### src/rtl/pll_step_ctrl_pkg.sv
// Shared types and constants for the PLL frequency-step controller.
// The FSM state encoding lives here so that checkers can bind to it.
package pll_step_pkg;

  localparam int POS_W = 4;
  localparam logic [POS_W-1:0] POS_MAX_DEF  = 4'd10;
  localparam logic [POS_W-1:0] POS_INIT_DEF = 4'd7;

  typedef enum logic [1:0] {
    IDLE      = 2'd0,
    LOAD      = 2'd1,
    WAIT_BUSY = 2'd2,
    RECONF    = 2'd3
  } state_t;

  // Four-digit BCD increment; 9999 rolls over to 0000.
  function automatic logic [15:0] bcd_inc(input logic [15:0] v);
    logic [15:0] r;
    logic        carry;
    r     = v;
    carry = 1'b1;
    for (int i = 0; i < 4; i++) begin
      if (carry) begin
        if (r[4*i +: 4] == 4'd9) begin
          r[4*i +: 4] = 4'd0;
        end else begin
          r[4*i +: 4] = r[4*i +: 4] + 4'd1;
          carry       = 1'b0;
        end
      end
    end
    return r;
  endfunction

endpackage

### src/rtl/pll_step_ctrl_if.sv
// Link between the step controller and the PLL reconfiguration engine.
// Handshake: write_from_rom, reconfig and reconfig_reset are one-cycle pulses from
// the controller; reconfig is only issued when reconfig_busy is low, and the end
// of a reconfiguration is signalled by reconfig_busy returning low.
interface pll_step_ctrl_if;
  logic reconfig_busy;
  logic write_from_rom;
  logic reconfig;
  logic reconfig_reset;

  modport master (
    input  reconfig_busy,
    output write_from_rom,
    output reconfig,
    output reconfig_reset
  );

  modport slave (
    output reconfig_busy,
    input  write_from_rom,
    input  reconfig,
    input  reconfig_reset
  );
endinterface

### src/rtl/pll_step_ctrl_bcd_timer.sv
// Elapsed-time counters: mins in 4-digit BCD, secs as binary 100 ms ticks.
// clr holds everything (including the visible outputs) at zero.
module bcd_timer #(
  parameter logic [31:0] TICK_DIV = 32'd5_000_000,
  parameter logic [31:0] MIN_DIV  = 32'd3_000_000_000
) (
  input  logic        clock_50_i,
  input  logic        RESET,
  input  logic        clr,
  output logic [15:0] mins,
  output logic [15:0] secs
);
  import pll_step_pkg::*;

  logic [31:0] tick_cnt;
  logic [31:0] min_cnt;
  logic [15:0] mins_q;
  logic [15:0] secs_q;

  always_ff @(posedge clock_50_i) begin
    if (RESET || clr) begin
      tick_cnt <= '0;
      min_cnt  <= '0;
      mins_q   <= '0;
      secs_q   <= '0;
    end else begin
      if (tick_cnt == TICK_DIV - 32'd1) begin
        tick_cnt <= '0;
        secs_q   <= secs_q + 16'd1;
      end else begin
        tick_cnt <= tick_cnt + 32'd1;
      end
      if (min_cnt == MIN_DIV - 32'd1) begin
        min_cnt <= '0;
        mins_q  <= bcd_inc(mins_q);
      end else begin
        min_cnt <= min_cnt + 32'd1;
      end
    end
  end

  // Gate the outputs so they read zero from the first cycle clr is high.
  assign mins = clr ? 16'd0 : mins_q;
  assign secs = clr ? 16'd0 : secs_q;

endmodule

### src/rtl/pll_step_ctrl.sv
// PLL frequency stepping controller: buttons / auto sweep choose a ROM index and
// a small FSM sequences the reconfiguration engine. Define PLL_STEP_AUTO_EN for auto sweep.
module pll_step_ctrl
  import pll_step_pkg::*;
#(
  parameter logic [POS_W-1:0] POS_MAX  = POS_MAX_DEF,
  parameter logic [POS_W-1:0] POS_INIT = POS_INIT_DEF,
  parameter int unsigned      TIMEOUT  = 1000,
  parameter logic [31:0]      TICK_DIV = 32'd5_000_000,
  parameter logic [31:0]      MIN_DIV  = 32'd3_000_000_000
) (
  input  logic              clock_50_i,
  input  logic              RESET,
  input  logic              btn_up,
  input  logic              btn_down,
  input  logic              btn_auto,
  input  logic              auto_start,
  input  logic              pass_seen,
  input  logic              fail_seen,
  pll_step_ctrl_if.master   rcfg,
  output logic [POS_W-1:0]  pos,
  output logic              auto,
  output logic              recfg,
  output logic [15:0]       mins,
  output logic [15:0]       secs,
  output state_t            state_dbg
);

  state_t            state;
  logic [POS_W-1:0]  pos_q;
  logic              auto_q;
  logic              recfg_q;
  logic              wfr_q, rc_q, rr_q;
  logic [31:0]       timer;
  logic [31:0]       timer_dec;
  logic              btn_up_q, btn_down_q;
  logic              up_ev, down_ev, auto_ev, start_ev, adv_ev, pass_fail;

  assign up_ev     = btn_up & ~btn_up_q;
  assign down_ev   = btn_down & ~btn_down_q;
  assign timer_dec = timer - 32'd1;

`ifdef PLL_STEP_AUTO_EN
  logic btn_auto_q;
  always_ff @(posedge clock_50_i) begin
    if (RESET) btn_auto_q <= 1'b0;
    else       btn_auto_q <= btn_auto;
  end
  assign auto_ev   = btn_auto & ~btn_auto_q;
  assign start_ev  = auto_start;
  assign pass_fail = pass_seen & fail_seen;
`else
  logic unused_auto_in;
  assign unused_auto_in = &{1'b0, btn_auto, auto_start, pass_seen, fail_seen};
  assign auto_ev   = 1'b0;
  assign start_ev  = 1'b0;
  assign pass_fail = 1'b0;
`endif

  assign adv_ev = auto_q & pass_fail & ~recfg_q & (pos_q < POS_MAX);

  always_ff @(posedge clock_50_i) begin
    if (RESET) begin
      state      <= IDLE;
      pos_q      <= POS_INIT;
      auto_q     <= 1'b0;
      recfg_q    <= 1'b0;
      wfr_q      <= 1'b0;
      rc_q       <= 1'b0;
      rr_q       <= 1'b0;
      timer      <= '0;
      btn_up_q   <= 1'b0;
      btn_down_q <= 1'b0;
    end else begin
      btn_up_q   <= btn_up;
      btn_down_q <= btn_down;
      wfr_q      <= 1'b0;
      rc_q       <= 1'b0;
      rr_q       <= 1'b0;

      case (state)
        IDLE: if (recfg_q) begin
          wfr_q <= 1'b1;
          state <= LOAD;
        end
        LOAD: state <= WAIT_BUSY;
        WAIT_BUSY: if (!rcfg.reconfig_busy) begin
          rc_q  <= 1'b1;
          timer <= TIMEOUT;
          state <= RECONF;
        end
        RECONF: begin
          timer <= timer_dec;
          // rc_q is high only in the first RECONF cycle, before the engine can raise busy.
          if (timer_dec == 32'd1) begin
            rr_q    <= 1'b1;
            recfg_q <= 1'b0;
            state   <= IDLE;
          end else if (!rc_q && !rcfg.reconfig_busy) begin
            recfg_q <= 1'b0;
            state   <= IDLE;
          end
        end
        default: state <= IDLE;
      endcase

      // Request events come last so a new request overrides a completion clear.
      if (start_ev) begin
        pos_q   <= '0;
        auto_q  <= 1'b1;
        recfg_q <= 1'b1;
      end else if (!recfg_q) begin
        if (adv_ev) begin
          pos_q   <= pos_q + POS_W'(1);
          recfg_q <= 1'b1;
        end else if (auto_ev) begin
          if (auto_q) begin
            auto_q <= 1'b0;
          end else begin
            pos_q  <= '0;
            auto_q <= 1'b1;
          end
          recfg_q <= 1'b1;
        end else if (down_ev) begin
          if (pos_q < POS_MAX) begin
            pos_q   <= pos_q + POS_W'(1);
            auto_q  <= 1'b0;
            recfg_q <= 1'b1;
          end
        end else if (up_ev) begin
          if (pos_q != '0) begin
            pos_q   <= pos_q - POS_W'(1);
            auto_q  <= 1'b0;
            recfg_q <= 1'b1;
          end
        end
      end
    end
  end

  bcd_timer #(
    .TICK_DIV (TICK_DIV),
    .MIN_DIV  (MIN_DIV)
  ) u_timer (
    .clock_50_i (clock_50_i),
    .RESET      (RESET),
    .clr        (recfg_q),
    .mins       (mins),
    .secs       (secs)
  );

  assign pos                 = pos_q;
  assign auto                = auto_q;
  assign recfg               = recfg_q;
  assign rcfg.write_from_rom = wfr_q;
  assign rcfg.reconfig       = rc_q;
  assign rcfg.reconfig_reset = rr_q;
  assign state_dbg           = state;

endmodule
### src/flat_wrapper.sv
// flat-port wrapper written by rule: the top's interface ports become plain ports
module pll_step_ctrl_flat import pll_step_pkg::*;
#(
  parameter logic [POS_W-1:0] POS_MAX  = POS_MAX_DEF,
  parameter logic [POS_W-1:0] POS_INIT = POS_INIT_DEF,
  parameter int unsigned      TIMEOUT  = 1000,
  parameter logic [31:0]      TICK_DIV = 32'd5_000_000,
  parameter logic [31:0]      MIN_DIV  = 32'd3_000_000_000
)
  (clock_50_i, RESET, btn_up, btn_down, btn_auto, auto_start, pass_seen, fail_seen, pos, auto, recfg, mins, secs, state_dbg, rcfg_reconfig_busy, rcfg_write_from_rom, rcfg_reconfig, rcfg_reconfig_reset);
  pll_step_ctrl_if rcfg_i ();
  input  logic clock_50_i;
  input  logic RESET;
  input  logic btn_up;
  input  logic btn_down;
  input  logic btn_auto;
  input  logic auto_start;
  input  logic pass_seen;
  input  logic fail_seen;
  output logic [POS_W-1:0] pos;
  output logic auto;
  output logic recfg;
  output logic [15:0] mins;
  output logic [15:0] secs;
  output state_t state_dbg;
  input wire logic [$bits(rcfg_i.reconfig_busy)-1:0] rcfg_reconfig_busy;
  output wire logic [$bits(rcfg_i.write_from_rom)-1:0] rcfg_write_from_rom;
  output wire logic [$bits(rcfg_i.reconfig)-1:0] rcfg_reconfig;
  output wire logic [$bits(rcfg_i.reconfig_reset)-1:0] rcfg_reconfig_reset;
  assign rcfg_i.reconfig_busy = rcfg_reconfig_busy;
  assign rcfg_write_from_rom = rcfg_i.write_from_rom;
  assign rcfg_reconfig = rcfg_i.reconfig;
  assign rcfg_reconfig_reset = rcfg_i.reconfig_reset;
  pll_step_ctrl #(.POS_MAX(POS_MAX), .POS_INIT(POS_INIT), .TIMEOUT(TIMEOUT), .TICK_DIV(TICK_DIV), .MIN_DIV(MIN_DIV)) u_core (.clock_50_i(clock_50_i), .RESET(RESET), .btn_up(btn_up), .btn_down(btn_down), .btn_auto(btn_auto), .auto_start(auto_start), .pass_seen(pass_seen), .fail_seen(fail_seen), .rcfg(rcfg_i), .pos(pos), .auto(auto), .recfg(recfg), .mins(mins), .secs(secs), .state_dbg(state_dbg));
endmodule
### config.mk
export PLATFORM = sky130hd
export DESIGN_NAME = pll_step_ctrl_flat
export DESIGN_NICKNAME = d
export VERILOG_FILES = /design/src/rtl/pll_step_ctrl_pkg.sv /design/src/rtl/pll_step_ctrl_if.sv /design/src/rtl/pll_step_ctrl_bcd_timer.sv /design/src/rtl/pll_step_ctrl.sv /design/src/flat_wrapper.sv
export SDC_FILE = /design/constraint.sdc
export NUM_CORES = 1
export LEC_CHECK = 0
export CAP_MARGIN = 25
export CORE_MARGIN = 4
export CORE_UTILIZATION = 38
export DETAILED_ROUTE_END_ITERATION = 12
export GPL_TIMING_DRIVEN = 0
export PLACE_DENSITY = 0.69
export SYNTH_ARGS = -nofsm -noshare
export SYNTH_HDL_FRONTEND = slang
export SYNTH_SLANG_ARGS = --single-unit
export TNS_END_PERCENT = 5
### constraint.sdc
create_clock -name clock_50_i -period 2.85 [get_ports clock_50_i]
set_input_delay 0.57 -clock clock_50_i [delete_from_list [all_inputs] [get_ports clock_50_i]]
set_output_delay 0.57 -clock clock_50_i [all_outputs]
set_load 0.03 [all_outputs]
==> results.ini <==
[place]
numPortBuffers = 46
placedCellCount = 1171
placed_cell_area_um2 = 7990
hpwl_um = 12000
place_congestion = 0.907

[logic_synthesis]
syn-cell-area_um2 = 7230
syn_nets = 911
syn-mean-instance-area_um2 = 8.12
synth-edff-count = 0
ys_seq_elements = 140
ys.flop_type = dfxtp_1
synth_most_common_cell = nor2_1
netlist_instances = 890
synth_top_area_cell = dfxtp_1
async_flop_share_pct = 0
ys_seq_area_share_pct = 38.8
ys_types = 69
yosysWarnings = 0
synth_top_area_share_pct = 38.8
ys_top_cells_by_area = dfxtp_1 (39%), nor2_1 (8.4%), xor2_1 (6.4%), xnor2_1 (3.9%), nor2b_1 (3.7%)
synth_commonest_cells = nor2_1 (162), dfxtp_1 (140), nand2_1 (65), xor2_1 (53), nor2b_1 (43)

[timing]
tns_ns = 0
finalClockSkew_ns = 0.00851
setup_viol = 0
fmax_ghz = 0.357
min_period_ns = 2.80
finalCritPeriodShare_pct = 98.3
maxSlewViolCount = 0
worstMarginPinSlew_ns = 0.813
hold_viol_final = 0
holdWs_ns = 0.459
relSlewSlack_pct = 45.0
rsz0062_at_grt = yes

[run]
cap_violations = 0

[route]
first_pass_iters = 6
via_per_inst = 5.33
drc = 0
vias = 6386
wirelength_um = 17500
wl_per_cell_um = 14.6
drt-initial-drc-count = 355
postRouteAntennaNets = 0

[floorplan]
rows = 50
die_w_um = 146
initial_core_util_pct = 38.7
fp.dieH_um = 146
core_um2 = 18700
design.die.area_um2 = 21300
io_pins = 52

[worst_hold_path]
worstHoldPathType = reg2reg

[power]
power.leakage_nw = 3.05
powerDensity_nw_per_um2 = 847
vdd_drop_max_mv = 0.707

[final_layout]
fillers = 1815
fin_area_um2 = 8750
diodes = 0
area_delta_synth_final_pct = 21.0
layoutNonFillerInstCount = 1198
drive_gt1_share_pct = 8.40
final_nets = 972

[cts]
htree_levels = 4
clock_latency_ns = 0.42
cts.sinks = 140
cts_root_buffer = clkbuf_16
clk_pin_slew_worst_paths_ns = 0.06
clockBufferDepth = 2
cts_tree = built
cts_buffers = 17

[critical_path]
arrival_ns = 3.15
cp_data_required_time_ns = 3.19
startpoint_type = flip-flop
worstSetupPathType = reg2reg
cp_max_fo = 8
r2r_slack_ns = 0.05
end_kind = flip-flop

[grt]
grt_max_degree = 17
antenna_found_initial = 0
grt_pass1_wl_um = 29600
grt_usage_pct = 16.5
grt_pass1_vias = 6051
overflow = 0

[outcome]
status = finished clean

-- per-stage QoR --
step	total power (W)	utilization (%)	setup WS, ns
after floorplan	0.00418	-	0.0744
after global placement	0.00474	42.7	-0.494
after detailed placement	0.00478	42.7	-0.549
after CTS	0.00721	46.3	-0.135
after global routing	0.00784	46.8	-0.0677
final	0.00741	46.8	0.0483
-- critical path, stage by stage (launching register included) --
cell and delay [ns]:
dfxtp_1 0.31, buf_6 0.13, or4_4 0.57, or3_4 0.46
nor4_4 0.27, nand3b_1 0.15, a2111oi_4 0.41, a31o_2 0.26
mux2i_1 0.17
-- cell usage in the layout, fill, tap and decap left out, types with 9 or more instances in the layout --
cell,synthesis,layout
ha_1,11,10
xnor2_1,32,32
dfxtp_1,140,139
and3_1,11,11
a21oi_1,35,35
nand2b_1,9,9
nand3_1,36,36
clkdlybuf4s50_1,0,41
a311oi_1,13,13
nor2_1,162,160
inv_1,14,13
nor3_1,24,19
nor2b_1,43,43
nand2_1,65,65
nor4_1,21,19
clkbuf_1,41,32
o21ai_0,33,32
nand4_1,19,19
clkbuf_16,0,17
and4_1,12,12
xor2_1,53,52
-- where the power goes --
part	switching (W)	internal, W
clock	0.000881	0.00141
sequential	0.000155	0.00207
combinational	0.00181	0.00109
total	0.00284	0.00457
-- flip-flops by register name, summed over array words and instances, names as in the netlist, 2 cells and up --
register                 flops
u_core.pos                   4
u_core.state_dbg             2
u_core.timer                32
u_core.u_timer.min_cnt      32
u_core.u_timer.mins_q       16
u_core.u_timer.secs_q       16
u_core.u_timer.tick_cnt     32
-- logic make-up (layout without fill, tap and decap cells) --
logic type	Yosys count	in the layout	share of synthesized area, %
compound gates	124	124	11.2
fa+ha+maj	12	12	2.18
buf+inv	61	135	3.53
other cells	1	1	0.0519
mux	5	5	0.692
simple gates	462	462	33.3
xor+xnor	85	85	10.3
flops	140	140	38.8
-- cell type report --
type / instances / area (µm²) / share of cell area (%)
Sequential cell: 140 / 2800 / 32.0
Inverter: 14 / 52.6 / 0.601
Buffer: 38 / 158 / 1.80
Clock buffer: 19 / 443 / 5.06
Tap cell: 234 / 293 / 3.35
Multi-Input combinational cell: 689 / 4340 / 49.6
Timing Repair Buffer: 51 / 498 / 5.69
Clock inverter: 13 / 165 / 1.89
-- path summary, 6_finish.rpt --
check | startpoint | end | depth (start not counted)
max | u_core.timer[9] | u_core.state_dbg[1] | 8
min | u_core.u_timer.min_cnt[0] | u_core.u_timer.min_cnt[0] | 1
max reg2reg | u_core.timer[9] | u_core.state_dbg[1] | 8
min reg2reg | u_core.u_timer.min_cnt[0] | u_core.u_timer.min_cnt[0] | 1
-- layer usage --
layer  up-vias  GRT usage [%]  wire [µm]
met5         -              0          0
met4         0           4.84        190
met3        22           4.33        831
met2       179           26.4       8110
met1      2954           21.9       8330
li1       3231              -          -
-- repair_timing --
| action | CTS | global route |
|---|---|---|
| resized for setup | 17 | 24 |
| setup endpoints to repair | 38 | 22 |
| hold endpoints to repair | 0 | 0 |
| buffers inserted | 1 | 3 |
| pin swaps | 8 | 12 |
| hold buffers | 0 | 0 |
| gates cloned | 0 | 0 |
No activity file was read; power rests on OpenSTA's default activity.
